[src/rtl/dthresh_colgen.sv]
// Purpose: double-threshold classifier feeding a 3-row column window to the hysteresis stage.
// Latency: one cycle from an accepted streaming pixel to its registered column on enable.
// Backpressure: none; the source cannot be stalled, and a missing pixel while streaming raises err.
//
// Ports:
//   clk, reset         rising-edge clock, synchronous active-low reset (0 = reset)
//   pixel_in, in_valid raster-order gradient magnitude and its qualifier
//   low_th, high_th    weak/strong thresholds, captured on the first pixel of a frame
//   pixel_out0..2      codes of rows y-2, y-1, y at the current column (zero-extended)
//   enable             pixel_out0..2 carry a valid column this cycle
//   done               whole frame emitted; sticky until reset
//   err                input gap seen while streaming; sticky until reset
module dthresh_colgen #(
  parameter int IMG_WIDTH  = 960,
  parameter int IMG_HEIGHT = 720,
  parameter int MAG_BITS   = 8,
  parameter int BIT_LENGTH = 5
) (
  input  logic                  clk,
  input  logic                  reset,
  input  logic [MAG_BITS-1:0]   pixel_in,
  input  logic                  in_valid,
  input  logic [MAG_BITS-1:0]   low_th,
  input  logic [MAG_BITS-1:0]   high_th,
  output logic [BIT_LENGTH-1:0] pixel_out0,
  output logic [BIT_LENGTH-1:0] pixel_out1,
  output logic [BIT_LENGTH-1:0] pixel_out2,
  output logic                  enable,
  output logic                  done,
  output logic                  err
);

  localparam int COL_W = (IMG_WIDTH  > 1) ? $clog2(IMG_WIDTH)  : 1;
  localparam int ROW_W = (IMG_HEIGHT > 1) ? $clog2(IMG_HEIGHT) : 1;
  localparam logic [COL_W-1:0] COL_LAST = COL_W'(IMG_WIDTH - 1);
  localparam logic [ROW_W-1:0] ROW_LAST = ROW_W'(IMG_HEIGHT - 1);
  localparam logic [ROW_W-1:0] ROW_ONE  = ROW_W'(1);

  typedef enum logic [1:0] {S_IDLE, S_FILL, S_STREAM, S_DONE} state_t;

  state_t              state, state_nxt;
  logic [COL_W-1:0]    col;
  logic [ROW_W-1:0]    row;
  logic [MAG_BITS-1:0] low_q, high_q, low_eff, high_eff;
  logic [1:0]          line_a [IMG_WIDTH];  // row y-2
  logic [1:0]          line_b [IMG_WIDTH];  // row y-1
  logic [1:0]          code, rd_a, rd_b;
  logic                col_last;
  logic                accept, emit, gap, latch_th, clr_out, set_done;

  assign col_last = (col == COL_LAST);

  // State register.
  always_ff @(posedge clk) begin
    if (!reset) state <= S_IDLE;
    else        state <= state_nxt;
  end

  // Next-state logic.
  always_comb begin
    state_nxt = state;
    case (state)
      S_IDLE:   if (in_valid) state_nxt = S_FILL;
      S_FILL:   if (in_valid && col_last && row == ROW_ONE) state_nxt = S_STREAM;
      S_STREAM: if (in_valid && col_last && row == ROW_LAST) state_nxt = S_DONE;
      default:  state_nxt = S_DONE;
    endcase
  end

  // Per-state control decode.
  always_comb begin
    accept   = 1'b0;
    emit     = 1'b0;
    gap      = 1'b0;
    latch_th = 1'b0;
    clr_out  = 1'b0;
    set_done = 1'b0;
    case (state)
      S_IDLE: begin
        accept   = in_valid;
        latch_th = in_valid;
      end
      S_FILL:   accept = in_valid;
      S_STREAM: begin
        accept = in_valid;
        emit   = in_valid;
        gap    = !in_valid;
      end
      default: begin
        clr_out  = 1'b1;
        set_done = 1'b1;
      end
    endcase
  end

  // The first pixel of a frame is classified with the live thresholds, which
  // are captured on that same edge; every later pixel uses the captured pair.
  assign low_eff  = latch_th ? low_th  : low_q;
  assign high_eff = latch_th ? high_th : high_q;

  // Strong test first so low_th > high_th simply yields no weak codes.
  always_comb begin
    code = 2'd0;
    if (pixel_in >= high_eff)     code = 2'd2;
    else if (pixel_in >= low_eff) code = 2'd1;
  end

  assign rd_a = line_a[col];
  assign rd_b = line_b[col];

  // Line buffers: not reset, rows 0 and 1 are always written before use.
  // Reads above see the old contents, so the shift below is read-before-write.
  always_ff @(posedge clk) begin
    if (reset && accept) begin
      line_a[col] <= rd_b;
      line_b[col] <= code;
    end
  end

  // Counters, thresholds and registered outputs.
  always_ff @(posedge clk) begin
    if (!reset) begin
      col        <= '0;
      row        <= '0;
      low_q      <= '0;
      high_q     <= '0;
      pixel_out0 <= '0;
      pixel_out1 <= '0;
      pixel_out2 <= '0;
      enable     <= 1'b0;
      done       <= 1'b0;
      err        <= 1'b0;
    end else begin
      if (latch_th) begin
        low_q  <= low_th;
        high_q <= high_th;
      end
      if (accept) begin
        if (col_last) begin
          col <= '0;
          row <= row + ROW_ONE;
        end else begin
          col <= col + COL_W'(1);
        end
      end
      enable <= emit;
      if (emit) begin
        pixel_out0 <= BIT_LENGTH'(rd_a);
        pixel_out1 <= BIT_LENGTH'(rd_b);
        pixel_out2 <= BIT_LENGTH'(code);
      end else if (clr_out) begin
        pixel_out0 <= '0;
        pixel_out1 <= '0;
        pixel_out2 <= '0;
      end
      if (gap)      err  <= 1'b1;
      if (set_done) done <= 1'b1;
    end
  end

endmodule
[config.mk]
export PLATFORM = sky130hd
export DESIGN_NAME = dthresh_colgen
export DESIGN_NICKNAME = d
export VERILOG_FILES = /design/src/rtl/dthresh_colgen.sv
export SDC_FILE = /design/constraint.sdc
export NUM_CORES = 2
export LEC_CHECK = 0
export ABC_AREA = 1
export CAP_MARGIN = 25
export CORE_MARGIN = 8
export CORE_UTILIZATION = 40
export DETAILED_ROUTE_END_ITERATION = 10
export PLACE_DENSITY = 0.66
export SLEW_MARGIN = 0
export SYNTH_ARGS = -nofsm -noshare
export SYNTH_HDL_FRONTEND = slang
export SYNTH_SLANG_ARGS = --single-unit
[constraint.sdc]
create_clock -name clk -period 368.8 [get_ports clk]
set_input_delay 73.76 -clock clk [delete_from_list [all_inputs] [get_ports clk]]
set_output_delay 73.76 -clock clk [all_outputs]
set_load 0.02 [all_outputs]
==> results.md <==
## Status
* **run status** complete, no violations

## Critical path
* **arrival time at the worst endpoint** 79.46 ns
* **Critical Path, Cell by Cell** clkdlybuf4s50_1 > nand3_1 > buf_8 > mux2i_1 > ha_1 > nand2_1 > nor2_1 > nand4_1 > o2111ai_4 > buf_4 > buf_12 > buf_4 > buf_4 > buf_4
* **delay contributed by the slowest stage of the critical path** 0.86 ns
* **Worst Setup Path Type** in -> reg
* **Crit Path Max Fanout** 162
* **cell occurring most often along the worst timing path** buf_4
* **WP data required** 369.33 ns
* **element type at the critical path end** flip-flop
* **slowest CP cell** buf_4
* **startpoint type of the worst setup path** input port

## Detailed routing
* **wire length per cell** 22.7 um
* **number of routed nets with antenna violations** 0
* **number of DRC markers in iteration 0** 12620
* **detailed-route wire length** 435000 um
* **vias per cell** 5.56
* **Via Count** 106325
* **post-detailed-route DRC marker count** 0
* **Pre-Repair DR Iteration Count** 8

## Global route
* **via count of the first global-routing pass** 102555
* **GR Util met1** 0.260
* **met2 GRT Util** 0.325
* **maximum number of pins on one net before global-route repair** 200
* **antenna violations before repair** 17
* **Total Routing Usage GR** 0.198
* **Congestion Overflow GR** 0
* **met3 capacity usage during global routing** 0.0355
* **most used routing layer in global routing** met2
* **first-pass GRT wire length** 643000 um

## Logic synthesis
* **largest area contributor in the synthesized netlist** edfxtp_1
* **syn_area_per_cell** 11.5 um2
* **most common flop cell mapped by yosys** edfxtp_1
* **fraction of synthesis flops using an asynchronous set or reset pin** 0
* **count of yosys warnings during synthesis** 0
* **cells taking the most area after synthesis** edfxtp_1 (72%), nand3_1 (12%), nand2_1 (9.2%)
* **top cell type's share of synthesized area** 0.719
* **gate count of the mapped netlist** 13950
* **share of the yosys chip area belonging to registers** 0.726
* **EDFF count, synth** 3840
* **post-synth cell types** 39
* **post-synthesis register bit count** 3897
* **Synth Cell Area** 0.160 mm2

## Clock network
* **Clock H-tree levels** 5
* **buffer depth of the longest clock path** 4
* **clock slew seen by the registers of the worst setup and hold paths** 0.06 ns
* **number of sinks handled by clock tree synthesis** 3897
* **post-cts hold buffer count** 0
* **clock tree from TritonCTS** yes
* **buffers inserted during post-CTS setup optimization** 0
* **CTS Root Buffer Type** clkbuf_16
* **CTS resizes** 0
* **CTS Buf Count** 382
* **worst-skew pair later-pin latency** 0.92 ns

## Placed design
* **half-perimeter wire length of the detailed placement result** 242000 um
* **placer's final routability congestion estimate** 0.839
* **Place WS** 288.26 ns
* **port bufs** 35
* **placed standard-cell area** 0.165 mm2

## Die
* **top-level port count** 45
* **number of rows created at floorplan** 232
* **total core area** 0.399 mm2
* **overall die width** 649 um
* **effective utilization at floorplan** 0.402
* **DIE AREA** 0.421 mm2
* **chip height** 649 um

## Layout
* **share of post-route cells with drive strength above 1** 0.0594
* **post-route cell area** 0.177 mm2
* **final net count** 13596
* **synth-to-layout area growth** 10.5%
* **multi-input combinational cell area** 0.0390 mm2
* **fill cell instance count of the final layout** 35760
* **storage element area** 0.116 mm2

## Timing
* **final hold vios** 0
* **Setup WS post-layout** 289.87 ns
* **clock period minus final worst setup slack** 78.93 ns
* **Fmax** 12.7 MHz
* **RSZ-0062 raised after global routing** false
* **worst slew slack as a fraction of its limit** 0.277
* **summed negative setup slack over all endpoints** 0 ns
* **final worst hold slack** 0.472 ns
* **post-route clock period utilization** 0.214
* **worst-margin pin slew** 1.08 ns
* **Setup Skew** 0.0695 ns
* **max-slew violation count** 0
* **# setup viols final** 0

## Flow run
* **count of maximum capacitance violations** 0

## Power and ir drop
* **worst ir drop on vdd** 0.00000390 V
* **power density cells** 5.45 mW/mm2
* **P_leak** 59.9 nW

## Hold path
* **Worst Hold Class** reg -> reg

[placed cells by master (no fill, tap or decap), types with 14 or more instances in the layout]
| cell | netlist | layout |
|---|---|---|
| a21oi_1 | 50 | 49 |
| edfxtp_1 | 3840 | 3840 |
| nor3_1 | 19 | 18 |
| buf_12 | 0 | 23 |
| mux2i_1 | 14 | 14 |
| clkbuf_16 | 0 | 389 |
| dfxtp_1 | 57 | 50 |
| bufinv_16 | 0 | 41 |
| clkinv_2 | 0 | 53 |
| nand3_1 | 3689 | 3688 |
| nand2_1 | 3921 | 3892 |
| inv_6 | 0 | 16 |
| nor2_1 | 1051 | 1049 |
| buf_4 | 21 | 193 |
| clkbuf_1 | 326 | 71 |
| inv_1 | 80 | 78 |
| clkdlybuf4s50_1 | 0 | 35 |
| nand2_4 | 0 | 23 |
| ha_1 | 22 | 22 |
| o21ai_0 | 76 | 76 |
| clkinvlp_4 | 0 | 25 |
| o22ai_1 | 21 | 21 |
| clkinv_1 | 3 | 81 |
[per-stage QoR]
stage	utilization	power [mW]	cells
after floorplan	-	0.638	13958
after global placement	0.413	0.589	18422
after detailed placement	0.413	0.589	18426
after CTS	0.444	0.969	19115
after global routing	0.444	0.993	19118
final	0.444	0.966	19122
[layout make-up]
| class | instances | share of cell area |
|---|---|---|
| Antenna cell | 5 | 0.0000706 |
| Clock buffer | 463 | 0.0567 |
| Clock inverter | 226 | 0.0128 |
| Inverter | 89 | 0.00209 |
| Multi-Input combinational cell | 8922 | 0.220 |
| Sequential cell | 3897 | 0.658 |
| Tap cell | 5265 | 0.0372 |
| Timing Repair Buffer | 255 | 0.0133 |
[Yosys cell counts, types with 4 or more instances]
master    count
nor3_1       19
clkbuf_1    326
nand4_1      11
o22ai_1      21
nor2_1     1051
nor2_2        7
dfxtp_1      57
o211ai_1      4
o21ai_0      76
buf_1        68
inv_1        80
nand3_1    3689
a21oi_1      50
o21ai_1       5
buf_4        21
edfxtp_1   3840
ha_1         22
nand2_1    3921
inv_2         6
mux2i_1      14
buf_2       635
[sequential cells by signal, summed over array words and instances, names as in the netlist, named ones only]
name and flops:
col 10, done 1, enable 1, err 1, high_q 8, line_a 1920, line_b 1920, low_q 8
pixel_out0 2, pixel_out1 2, pixel_out2 2, row 10, state 2
[critical path: cells and delay by family]
family	cells	cell delay, ns
buffers and inverters	7	4.36
multiplexers	1	0.15
adder cells (fa/ha/maj)	1	0.31
AND/OR/NAND/NOR	4	0.57
AO/OA/AOI/OAI	1	0.12
[power breakdown]
part	internal (mW)	total, mW	switching [mW]
clock	0.223	0.386	0.163
combinational	0.0148	0.0746	0.0598
sequential	0.505	0.505	0.000465
total	0.742	0.966	0.224
[routing by layer]
layer	vias up	wire length (um)
met4	4	19800
met2	5203	203000
li1	48376	-
met5	-	30
met3	884	41500
met1	51858	170000
[final timing paths]
kind                            slack [ns]              to       from  cells past startpoint
worst min register to register        0.47             err        err                      1
worst max-delay path                289.87  line_b[322][1]   in_valid                     14
worst min-delay path                  0.47             err        err                      1
worst max register to register      357.72  line_a[207][0]  flip-flop                     21
[cells by family after synthesis]
kind of cell / count (synthesis) / share of synthesized area
adder cells (fa/ha/maj): 22 / 0.00172
AO/OA/AOI/OAI: 169 / 0.00575
flip-flops: 3897 / 0.726
other: 1 / 0.0000234
multiplexers: 14 / 0.000874
XOR/XNOR: 1 / 0.0000546
buffers and inverters: 1139 / 0.0321
AND/OR/NAND/NOR: 8707 / 0.233
No activity file was read; power rests on OpenSTA's default activity.
